**src/rtl/adc_spi_pkg.sv**
```systemverilog
// Shared frame geometry and FSM encoding for the ADC SPI responder.
package adc_spi_pkg;

    localparam int DEF_DATA_W   = 14;
    localparam int DEF_GAP_BITS = 2;

    typedef enum logic [1:0] {
        ST_IDLE  = 2'd0,
        ST_LOAD  = 2'd1,
        ST_SHIFT = 2'd2
    } state_e;

    function automatic int frame_len(input int data_w, input int gap_bits);
        return 3 * gap_bits + 2 * data_w;
    endfunction

    function automatic int cnt_width(input int data_w, input int gap_bits);
        return $clog2(frame_len(data_w, gap_bits));
    endfunction

endpackage

```
**src/rtl/sync_edge_det.sv**
```systemverilog
// Multi-flop synchronizer for an asynchronous level plus a one-cycle edge strobe.
module sync_edge_det #(
    parameter int SYNC_STAGES = 2,
    parameter bit DETECT_FALL = 1'b0
) (
    input  logic i_clock,
    input  logic i_reset_n,
    input  logic i_async,
    output logic o_edge
);

    logic [SYNC_STAGES-1:0] r_sync;
    logic                   r_prev;
    logic                   w_level;

    assign w_level = r_sync[SYNC_STAGES-1];

    always_ff @(posedge i_clock or negedge i_reset_n) begin
        if (!i_reset_n) begin
            r_sync <= '0;
            r_prev <= 1'b0;
        end else begin
            r_sync <= {r_sync[SYNC_STAGES-2:0], i_async};
            r_prev <= w_level;
        end
    end

    // Strobe is combinational from flops so the consumer registers it one cycle later.
    assign o_edge = DETECT_FALL ? (r_prev & ~w_level) : (~r_prev & w_level);

endmodule

```
**src/rtl/adc_spi_responder.sv**
```systemverilog
// Responder side of the serial ADC link: latches two samples on adconv rise and
// shifts a gap-padded frame out on miso, one bit per sck falling edge.
module adc_spi_responder
    import adc_spi_pkg::*;
#(
    parameter int DATA_W      = DEF_DATA_W,
    parameter int GAP_BITS    = DEF_GAP_BITS,
    parameter int SYNC_STAGES = 2
) (
    input  logic              i_clock,
    input  logic              i_reset_n,
    input  logic [DATA_W-1:0] i_ch0_sample,
    input  logic [DATA_W-1:0] i_ch1_sample,
    input  logic              i_sck,
    input  logic              i_adconv,
    output logic              o_miso,
    output logic              o_miso_oe,
    output logic              o_busy,
    output logic              o_frame_done,
    output logic              o_overrun
);

    localparam int FRAME_LEN = frame_len(DATA_W, GAP_BITS);
    localparam int CNT_W     = cnt_width(DATA_W, GAP_BITS);
    localparam logic [CNT_W-1:0] LAST_CNT = CNT_W'(FRAME_LEN - 1);
    localparam logic [1:0] S_IDLE  = ST_IDLE;
    localparam logic [1:0] S_LOAD  = ST_LOAD;
    localparam logic [1:0] S_SHIFT = ST_SHIFT;

    logic                 w_sck_fall;
    logic                 w_conv_rise;
    logic                 w_last_fall;
    logic [FRAME_LEN-1:0] w_frame;

    logic [1:0]           r_state;
    logic [CNT_W-1:0]     r_bit_cnt;
    logic [FRAME_LEN-1:0] r_shift;
    logic                 r_miso;
    logic                 r_miso_oe;
    logic                 r_busy;
    logic                 r_frame_done;
    logic                 r_overrun;

    sync_edge_det #(.SYNC_STAGES(SYNC_STAGES), .DETECT_FALL(1'b1)) u_sck_sync (
        .i_clock   (i_clock),
        .i_reset_n (i_reset_n),
        .i_async   (i_sck),
        .o_edge    (w_sck_fall)
    );

    sync_edge_det #(.SYNC_STAGES(SYNC_STAGES), .DETECT_FALL(1'b0)) u_conv_sync (
        .i_clock   (i_clock),
        .i_reset_n (i_reset_n),
        .i_async   (i_adconv),
        .o_edge    (w_conv_rise)
    );

    // Frame bit 0 goes out first; each channel is placed MSB first after its gap.
    genvar gi;
    generate
        for (gi = 0; gi < FRAME_LEN; gi++) begin : g_frame
            if (gi >= GAP_BITS && gi < GAP_BITS + DATA_W) begin : g_ch0
                assign w_frame[gi] = i_ch0_sample[GAP_BITS + DATA_W - 1 - gi];
            end else if (gi >= 2*GAP_BITS + DATA_W && gi < 2*GAP_BITS + 2*DATA_W) begin : g_ch1
                assign w_frame[gi] = i_ch1_sample[2*GAP_BITS + 2*DATA_W - 1 - gi];
            end else begin : g_gap
                assign w_frame[gi] = 1'b0;
            end
        end
    endgenerate

    assign w_last_fall = w_sck_fall && (r_bit_cnt == LAST_CNT);

    always_ff @(posedge i_clock or negedge i_reset_n) begin
        if (!i_reset_n) begin
            r_state      <= S_IDLE;
            r_bit_cnt    <= '0;
            r_shift      <= '0;
            r_miso       <= 1'b0;
            r_miso_oe    <= 1'b0;
            r_busy       <= 1'b0;
            r_frame_done <= 1'b0;
            r_overrun    <= 1'b0;
        end else begin
            r_frame_done <= 1'b0;
            r_overrun    <= 1'b0;
            case (r_state)
                S_IDLE: begin
                    if (w_conv_rise) begin
                        r_shift   <= w_frame;
                        r_bit_cnt <= '0;
                        r_state   <= S_LOAD;
                    end
                end
                S_LOAD: begin
                    if (w_conv_rise) begin
                        r_overrun <= 1'b1;
                        r_shift   <= w_frame;
                        r_bit_cnt <= '0;
                    end else begin
                        r_miso    <= r_shift[0];
                        r_miso_oe <= 1'b1;
                        r_busy    <= 1'b1;
                        r_state   <= S_SHIFT;
                    end
                end
                S_SHIFT: begin
                    if (w_last_fall) begin
                        r_frame_done <= 1'b1;
                        r_miso       <= 1'b0;
                        r_miso_oe    <= 1'b0;
                        r_busy       <= 1'b0;
                        r_state      <= S_IDLE;
                    end else if (w_sck_fall) begin
                        r_bit_cnt <= r_bit_cnt + CNT_W'(1);
                        r_miso    <= r_shift[1];
                        r_shift   <= r_shift >> 1;
                    end
                    // A new conversion restarts the frame; completing the old one suppresses overrun.
                    if (w_conv_rise) begin
                        r_overrun <= !w_last_fall;
                        r_shift   <= w_frame;
                        r_bit_cnt <= '0;
                        r_state   <= S_LOAD;
                    end
                end
                default: r_state <= S_IDLE;
            endcase
        end
    end

    assign o_miso       = r_miso;
    assign o_miso_oe    = r_miso_oe;
    assign o_busy       = r_busy;
    assign o_frame_done = r_frame_done;
    assign o_overrun    = r_overrun;

endmodule

```
**config.mk**
```make
export PLATFORM = sky130hd
export DESIGN_NAME = adc_spi_responder
export DESIGN_NICKNAME = d
export VERILOG_FILES = /design/src/rtl/adc_spi_pkg.sv /design/src/rtl/sync_edge_det.sv /design/src/rtl/adc_spi_responder.sv
export SDC_FILE = /design/constraint.sdc
export NUM_CORES = 1
export LEC_CHECK = 0
export ABC_AREA = 0
export CORE_ASPECT_RATIO = 1.1
export CORE_MARGIN = 2
export CORE_UTILIZATION = 49
export CTS_BUF_LIST = sky130_fd_sc_hd__clkbuf_16
export DETAILED_ROUTE_END_ITERATION = 16
export PLACE_DENSITY = 0.81
export SKIP_CTS_REPAIR_TIMING = 1
export SYNTH_ARGS = -nofsm -noshare
export SYNTH_HDL_FRONTEND = slang
export SYNTH_SLANG_ARGS = --single-unit
```
**constraint.sdc**
```tcl
create_clock -name i_clock -period 2.1 [get_ports i_clock]
set_input_delay 0.21 -clock i_clock [delete_from_list [all_inputs] [get_ports i_clock]]
set_output_delay 0.21 -clock i_clock [all_outputs]
set_load 0.1 [all_outputs]
```
==> reports/metrics.cfg, run 1 <==
[run_status]
outcome = complete, no violations

[sta]
hold_viol = 0
whs_ps = 21.38
finalCritPeriodShare = 0.9343
maxSlewViolCount = 0
period_minus_slack_ps = 1962
worstMarginPinSlew_ps = 629.8
fin_skew_ps = 3.156
max_freq_mhz = 509.7
rsz0062_at_grt = no
slew_headroom = 0.5802
setup_viol = 0

[synthesis]
netlist.area_leader.share = 0.4983
yosysWarnings = 0
synth_most_common_cell = dfrtp_1
ys_async_sr_fraction = 1.000
netlist_top_cells_count = dfrtp_1 (50), mux2_2 (49), inv_1 (9)
ys.flop_type = dfrtp_1
yosysSeqAreaShare = 0.4983
synth.avg_cell_area_um2 = 12.25
syn_inst = 205
synthesis.nets = 244
ys_seq_elements = 50
synth-edff-count = 0
netlist_area_um2 = 2511
synth_area_leader_cell = dfrtp_1
yosysUniqueCellTypes = 39
synthTopCellsByArea = dfrtp_1 (50%), mux2_2 (22%), ha_1 (3.5%)

[detailed_routing]
wirelength_mm = 4.784
drc = 0
first_pass_iters = 4
drt_iter0_drc = 91
postRouteAntennaNets = 0
viasPerCell = 5.630
post_drt_wl_per_cell_um = 15.53
vias = 1734

[worst_setup_path]
critical_path_required_ps = 2260
r2r-end = r_state[1]
rrSetupSlack_ps = 140
rr_worst_depth = 5
crit_arrival_ps = 2120
crit_path_end_kind = flop
reg2reg_from = r_bit_cnt[4]
path_class = reg -> reg
startpoint_type = flop
path_max_fanout = 6

[cts]
cts-root-buf = clkbuf_16
tritoncts = done
cts_htree_levels = 2
clkTransAtPathRegs_ps = 60
clock_sinks = 50
clkLatencyLatePin_ps = 280
cts_made_buffers = 5
ctsLongestPathBuffers = 2

[floorplan]
die_y_um = 79.08
start_util = 0.5057
io_pins = 37
core_um2 = 4966
die_area_um2 = 5714
rows = 27
die_width_um = 72.26

[final_layout]
antenna_cells = 0
drive_gt1_frac = 0.3160
fin_nets = 288
syn2layout_area_growth_pct = 25.01
final_core_util = 0.6321

[global_routing]
grt_overflow_total = 0
grt_pass1_wl_mm = 8.273
grt_use_total = 0.1879
grt_pass1_vias = 1747
grt_max_degree = 51
antenna_found_initial = 0

[worst_hold_path]
hold_class = in -> async

[place]
port_buffers = 36
place.gp.congestion = 0.8498
dpl.hpwl_mm = 3.285

[power_and_ir_drop]
powerDensity_nw_per_um2 = 1176
ir_drop_mv = 0.5811
power_leakage_nw = 1.391
finalPower_mw = 3.693

[run]
maxCapViolCount = 0

==> cells in the final DEF (no fill, tap or decap), drive strengths merged <==
cell type	netlist	final
buf	5	19
and4b	1	1
nor2b	3	3
clkbuf	7	5
or4b	2	2
nand3	1	1
a21boi	2	2
a31oi	6	6
o21ai	7	7
nor4	2	2
ha	7	7
nand2b	3	3
o221ai	1	1
nand4	2	2
clkdlybuf4s50	0	30
nor2	8	8
or3	1	1
a22o	5	5
a221oi	1	1
inv	9	10
and3	4	4
clkinv	0	2
o22ai	3	3
nor3	2	2
o211a	1	1
a22oi	3	3
nand2	4	4
o2bb2ai	1	1
a21oi	5	5
nor4bb	1	1
o211ai	1	1
dfrtp	50	50
a31o	1	1
mux2	54	54
mux2i	2	2
==> cells by family (layout without fill, tap and decap cells) <==
| logic type | Yosys count | in the layout | synth area share |
|---|---|---|---|
| buffers and inverters | 21 | 66 | 0.03438 |
| DFF | 50 | 50 | 0.4983 |
| adders and majority gates | 7 | 7 | 0.03488 |
| and+or+nand+nor | 34 | 34 | 0.07872 |
| muxes | 56 | 56 | 0.2501 |
| AOI/OAI and AO/OA | 37 | 37 | 0.1036 |
==> registers in the layout, summed over array words and instances (netlist names) <==
signal	cells
r_state	2
o_overrun	1
o_frame_done	1
u_conv_sync.r_prev	1
r_bit_cnt	6
u_sck_sync.r_prev	1
r_shift	32
o_busy	1
o_miso	1
u_sck_sync.r_sync	2
u_conv_sync.r_sync	2
==> where the power goes <==
group / total [mW] / switching [mW] / internal [mW]
Sequential: 1.46 / 0.169 / 1.29
Combinational: 1.48 / 0.697 / 0.779
Clock: 0.759 / 0.328 / 0.431
Total: 3.69 / 1.19 / 2.50
==> stage by stage <==
step	instance area, µm²	setup TNS [ps]	worst slack (ps)	cells
2_1_floorplan	2512	-777.8	-66.24	205
5_1_grt	3139	0	14.19	308
3_5_place_dp	2997	0	162.6	300
3_3_place_gp	2997	0	178.2	300
6_report	3139	0	138.1	308
4_1_cts	3134	0	153.3	308
==> metal layers <==
metal | vias to the layer above | track usage | part of all wire
met5 | - | 0 | 0
met4 | 0 | 0.07547 | 0.022
met3 | 10 | 0.04569 | 0.063
met2 | 52 | 0.3028 | 0.47
met1 | 835 | 0.2421 | 0.44
li1 | 837 | - | -
==> how the worst max path moves through the flow <==
stage,end,cells past startpoint,slack (ps),start
final,r_state[1],5,140,r_bit_cnt[4]
after global placement,r_state[1],5,180,r_bit_cnt[4]
after detailed placement,r_state[1],5,160,r_bit_cnt[4]
after CTS,r_state[1],5,150,r_bit_cnt[3]
after global routing,r_state[1],5,10,r_bit_cnt[3]
after floorplan,r_shift[12],7,-70,r_state[0]
==> worst max-delay path, cell delays in order (launching register included) <==
cell	delay (ps)
dfrtp_1	420
or4b_4	510
or3_1	370
buf_4	160
a221oi_1	270
o211ai_1	110
==> final cells by class <==
| type | instances | area [µm²] |
|---|---|---|
| tap | 58 | 72.57 |
| inverter | 9 | 33.78 |
| clock buffer | 5 | 125.1 |
| sequential | 50 | 1251 |
| fill | 404 | 1827 |
| timing repair buffer | 49 | 465.4 |
| multi-input combinational | 134 | 1179 |
| clock inverter | 3 | 12.51 |
No activity file was read; power rests on OpenSTA's default activity.
==> run 2, diff against run 1 <==
--- a/config.mk
+++ b/config.mk
@@ -8,10 +8,11 @@
 export ABC_AREA = 0
 export CORE_ASPECT_RATIO = 1.1
 export CORE_MARGIN = 2
-export CORE_UTILIZATION = 49
+export CORE_UTILIZATION = 54
 export CTS_BUF_LIST = sky130_fd_sc_hd__clkbuf_16
+export CTS_CLUSTER_SIZE = 40
 export DETAILED_ROUTE_END_ITERATION = 16
-export PLACE_DENSITY = 0.81
+export PLACE_DENSITY = 0.84
 export SKIP_CTS_REPAIR_TIMING = 1
 export SYNTH_ARGS = -nofsm -noshare
 export SYNTH_HDL_FRONTEND = slang
==> constraint.sdc (replaced) <==
create_clock -name i_clock -period 1.9 [get_ports i_clock]
set_input_delay 0.19 -clock i_clock [delete_from_list [all_inputs] [get_ports i_clock]]
set_output_delay 0.19 -clock i_clock [all_outputs]
set_load 0.1 [all_outputs]
==> run 2 against run 1 <==
Compared with the run above: register-to-register slack got worse by 170 ps; clock skew up 2.7 ps; critical path depth unchanged; routed wire length is 6.3% higher; via count increased by 3.7%; global-route usage increased by 2.8 points; die area fell by 8.8%; first-iteration DRC count rose by 12%; the run now ends with hold timing, setup timing left; combinational power up 15%; fmax up 1.5%.
==> reports/metrics.cfg, run 2 (synthesized netlist as in run 1, its figures left out) <==
[global_routing]
grt_use_total = 0.2164
grt_max_degree = 51
antenna_found_initial = 0
grt_overflow_total = 0
grt_pass1_vias = 1916
grt_pass1_wl_mm = 8.845

[detailed_routing]
vias = 1799
postRouteAntennaNets = 0
viasPerCell = 5.803
wirelength_mm = 5.084
drt_iter0_drc = 102
drc = 0
post_drt_wl_per_cell_um = 16.40
first_pass_iters = 4

[cts]
ctsLongestPathBuffers = 2
clkLatencyLatePin_ps = 290
cts-root-buf = clkbuf_16
clock_sinks = 50
tritoncts = done
cts_made_buffers = 5
clkTransAtPathRegs_ps = 70
cts_htree_levels = 2

[sta]
setup_viol = 10
rsz0062_at_grt = yes
worstMarginPinSlew_ps = 616.8
slew_headroom = 0.5888
max_freq_mhz = 517.2
period_minus_slack_ps = 1933
setup_ws_ps = -33.36
whs_ps = -8.670
finalCritPeriodShare = 1.018
fin_skew_ps = 5.831
hold_viol = 10
maxSlewViolCount = 0
setup_tns_ps = -165.7

[final_layout]
ff_latch_area_um2 = 1251
final_core_util = 0.7044
fin_nets = 292
antenna_cells = 0
largestRegisters = r_shift x32, r_bit_cnt x6
stdcell_area_um2 = 3208
final_common_cell = dfrtp_1
largest_register_ffs = 32
syn2layout_area_growth_pct = 27.75
mostFrequentLayoutCells = dfrtp_1 (50), mux2_2 (49), clkdlybuf4s50_1 (30)
multi_input_area_um2 = 1216
top_register = r_shift
nFillCells = 319
fin_cells = 310
drive_gt1_frac = 0.3504

[place]
place.gp.congestion = 0.7705
port_buffers = 36
placed_cell_area_um2 = 3040
dpl_worst_slack_ps = -50.55
place_inst = 302
dpl.hpwl_mm = 3.456

[run_status]
violations = hold timing, setup timing
outcome = finished, violations left

[run]
maxCapViolCount = 0

[worst_setup_path]
cp_slowest_cell = or4b_4
startpoint_type = flop
rr_worst_depth = 5
reg2reg_from = r_bit_cnt[4]
max_stage_delay_ps = 520
critical_path_required_ps = 2070
crit_path_end_kind = flop
crit_arrival_ps = 2100
path_class = reg -> reg
r2r-end = r_shift[12]
path_max_fanout = 28
rrSetupSlack_ps = -30
crit_path_cell_trace = or4b_4, o21ai_2, a31oi_4, buf_12, mux2_1

[power_and_ir_drop]
powerDensity_nw_per_um2 = 1299
power_leakage_nw = 1.416
finalPower_mw = 4.166
ir_drop_mv = 0.8615

[floorplan]
io_pins = 37
die_y_um = 75.52
core_um2 = 4554
die_area_um2 = 5212
die_width_um = 69.02
rows = 26
start_util = 0.5514

[worst_hold_path]
hold_class = in -> async

run 2: critical path: cells and delay by family, from the launching register on:
family / cells / cell delay, ps
muxes: 1 / 310
buffers and inverters: 1 / 180
AOI/OAI and AO/OA: 2 / 360
and+or+nand+nor: 1 / 520
DFF: 1 / 420
run 2: layout make-up:
class	instances	share of cell area
repair buffers	53	0.1544
well taps	56	0.02184
clock inverters	3	0.005070
flip-flops and latches	50	0.3900
multi-input cells	134	0.3791
inverters	9	0.01053
clock buffers	5	0.03900
run 2: power by group:
| group | internal (mW) | total (mW) | switching (mW) |
|---|---|---|---|
| combinational | 0.889 | 1.70 | 0.811 |
| clock | 0.481 | 0.861 | 0.380 |
| sequential | 1.42 | 1.61 | 0.182 |
run 2: worst max-delay path by stage:
stage	start	to	slack [ps]
3_3_place_gp	r_bit_cnt[4]	r_state[1]	30
3_5_place_dp	r_bit_cnt[4]	r_state[1]	-50
6_report	r_bit_cnt[4]	r_shift[12]	-30
4_1_cts	r_bit_cnt[4]	r_state[1]	-60
5_1_grt	r_bit_cnt[4]	r_shift[29]	-80
2_1_floorplan	r_bit_cnt[3]	r_state[1]	-120
run 2: layer usage:
metal  vias up  wire [µm]  part of all wire  global-route usage
met3         9        230             0.045             0.05026
met2        47       2691              0.53              0.4081
met5         -          0                 0                   0
li1        844          -                 -                   -
met4         0         89             0.018             0.07190
met1       899       2074              0.41              0.2474
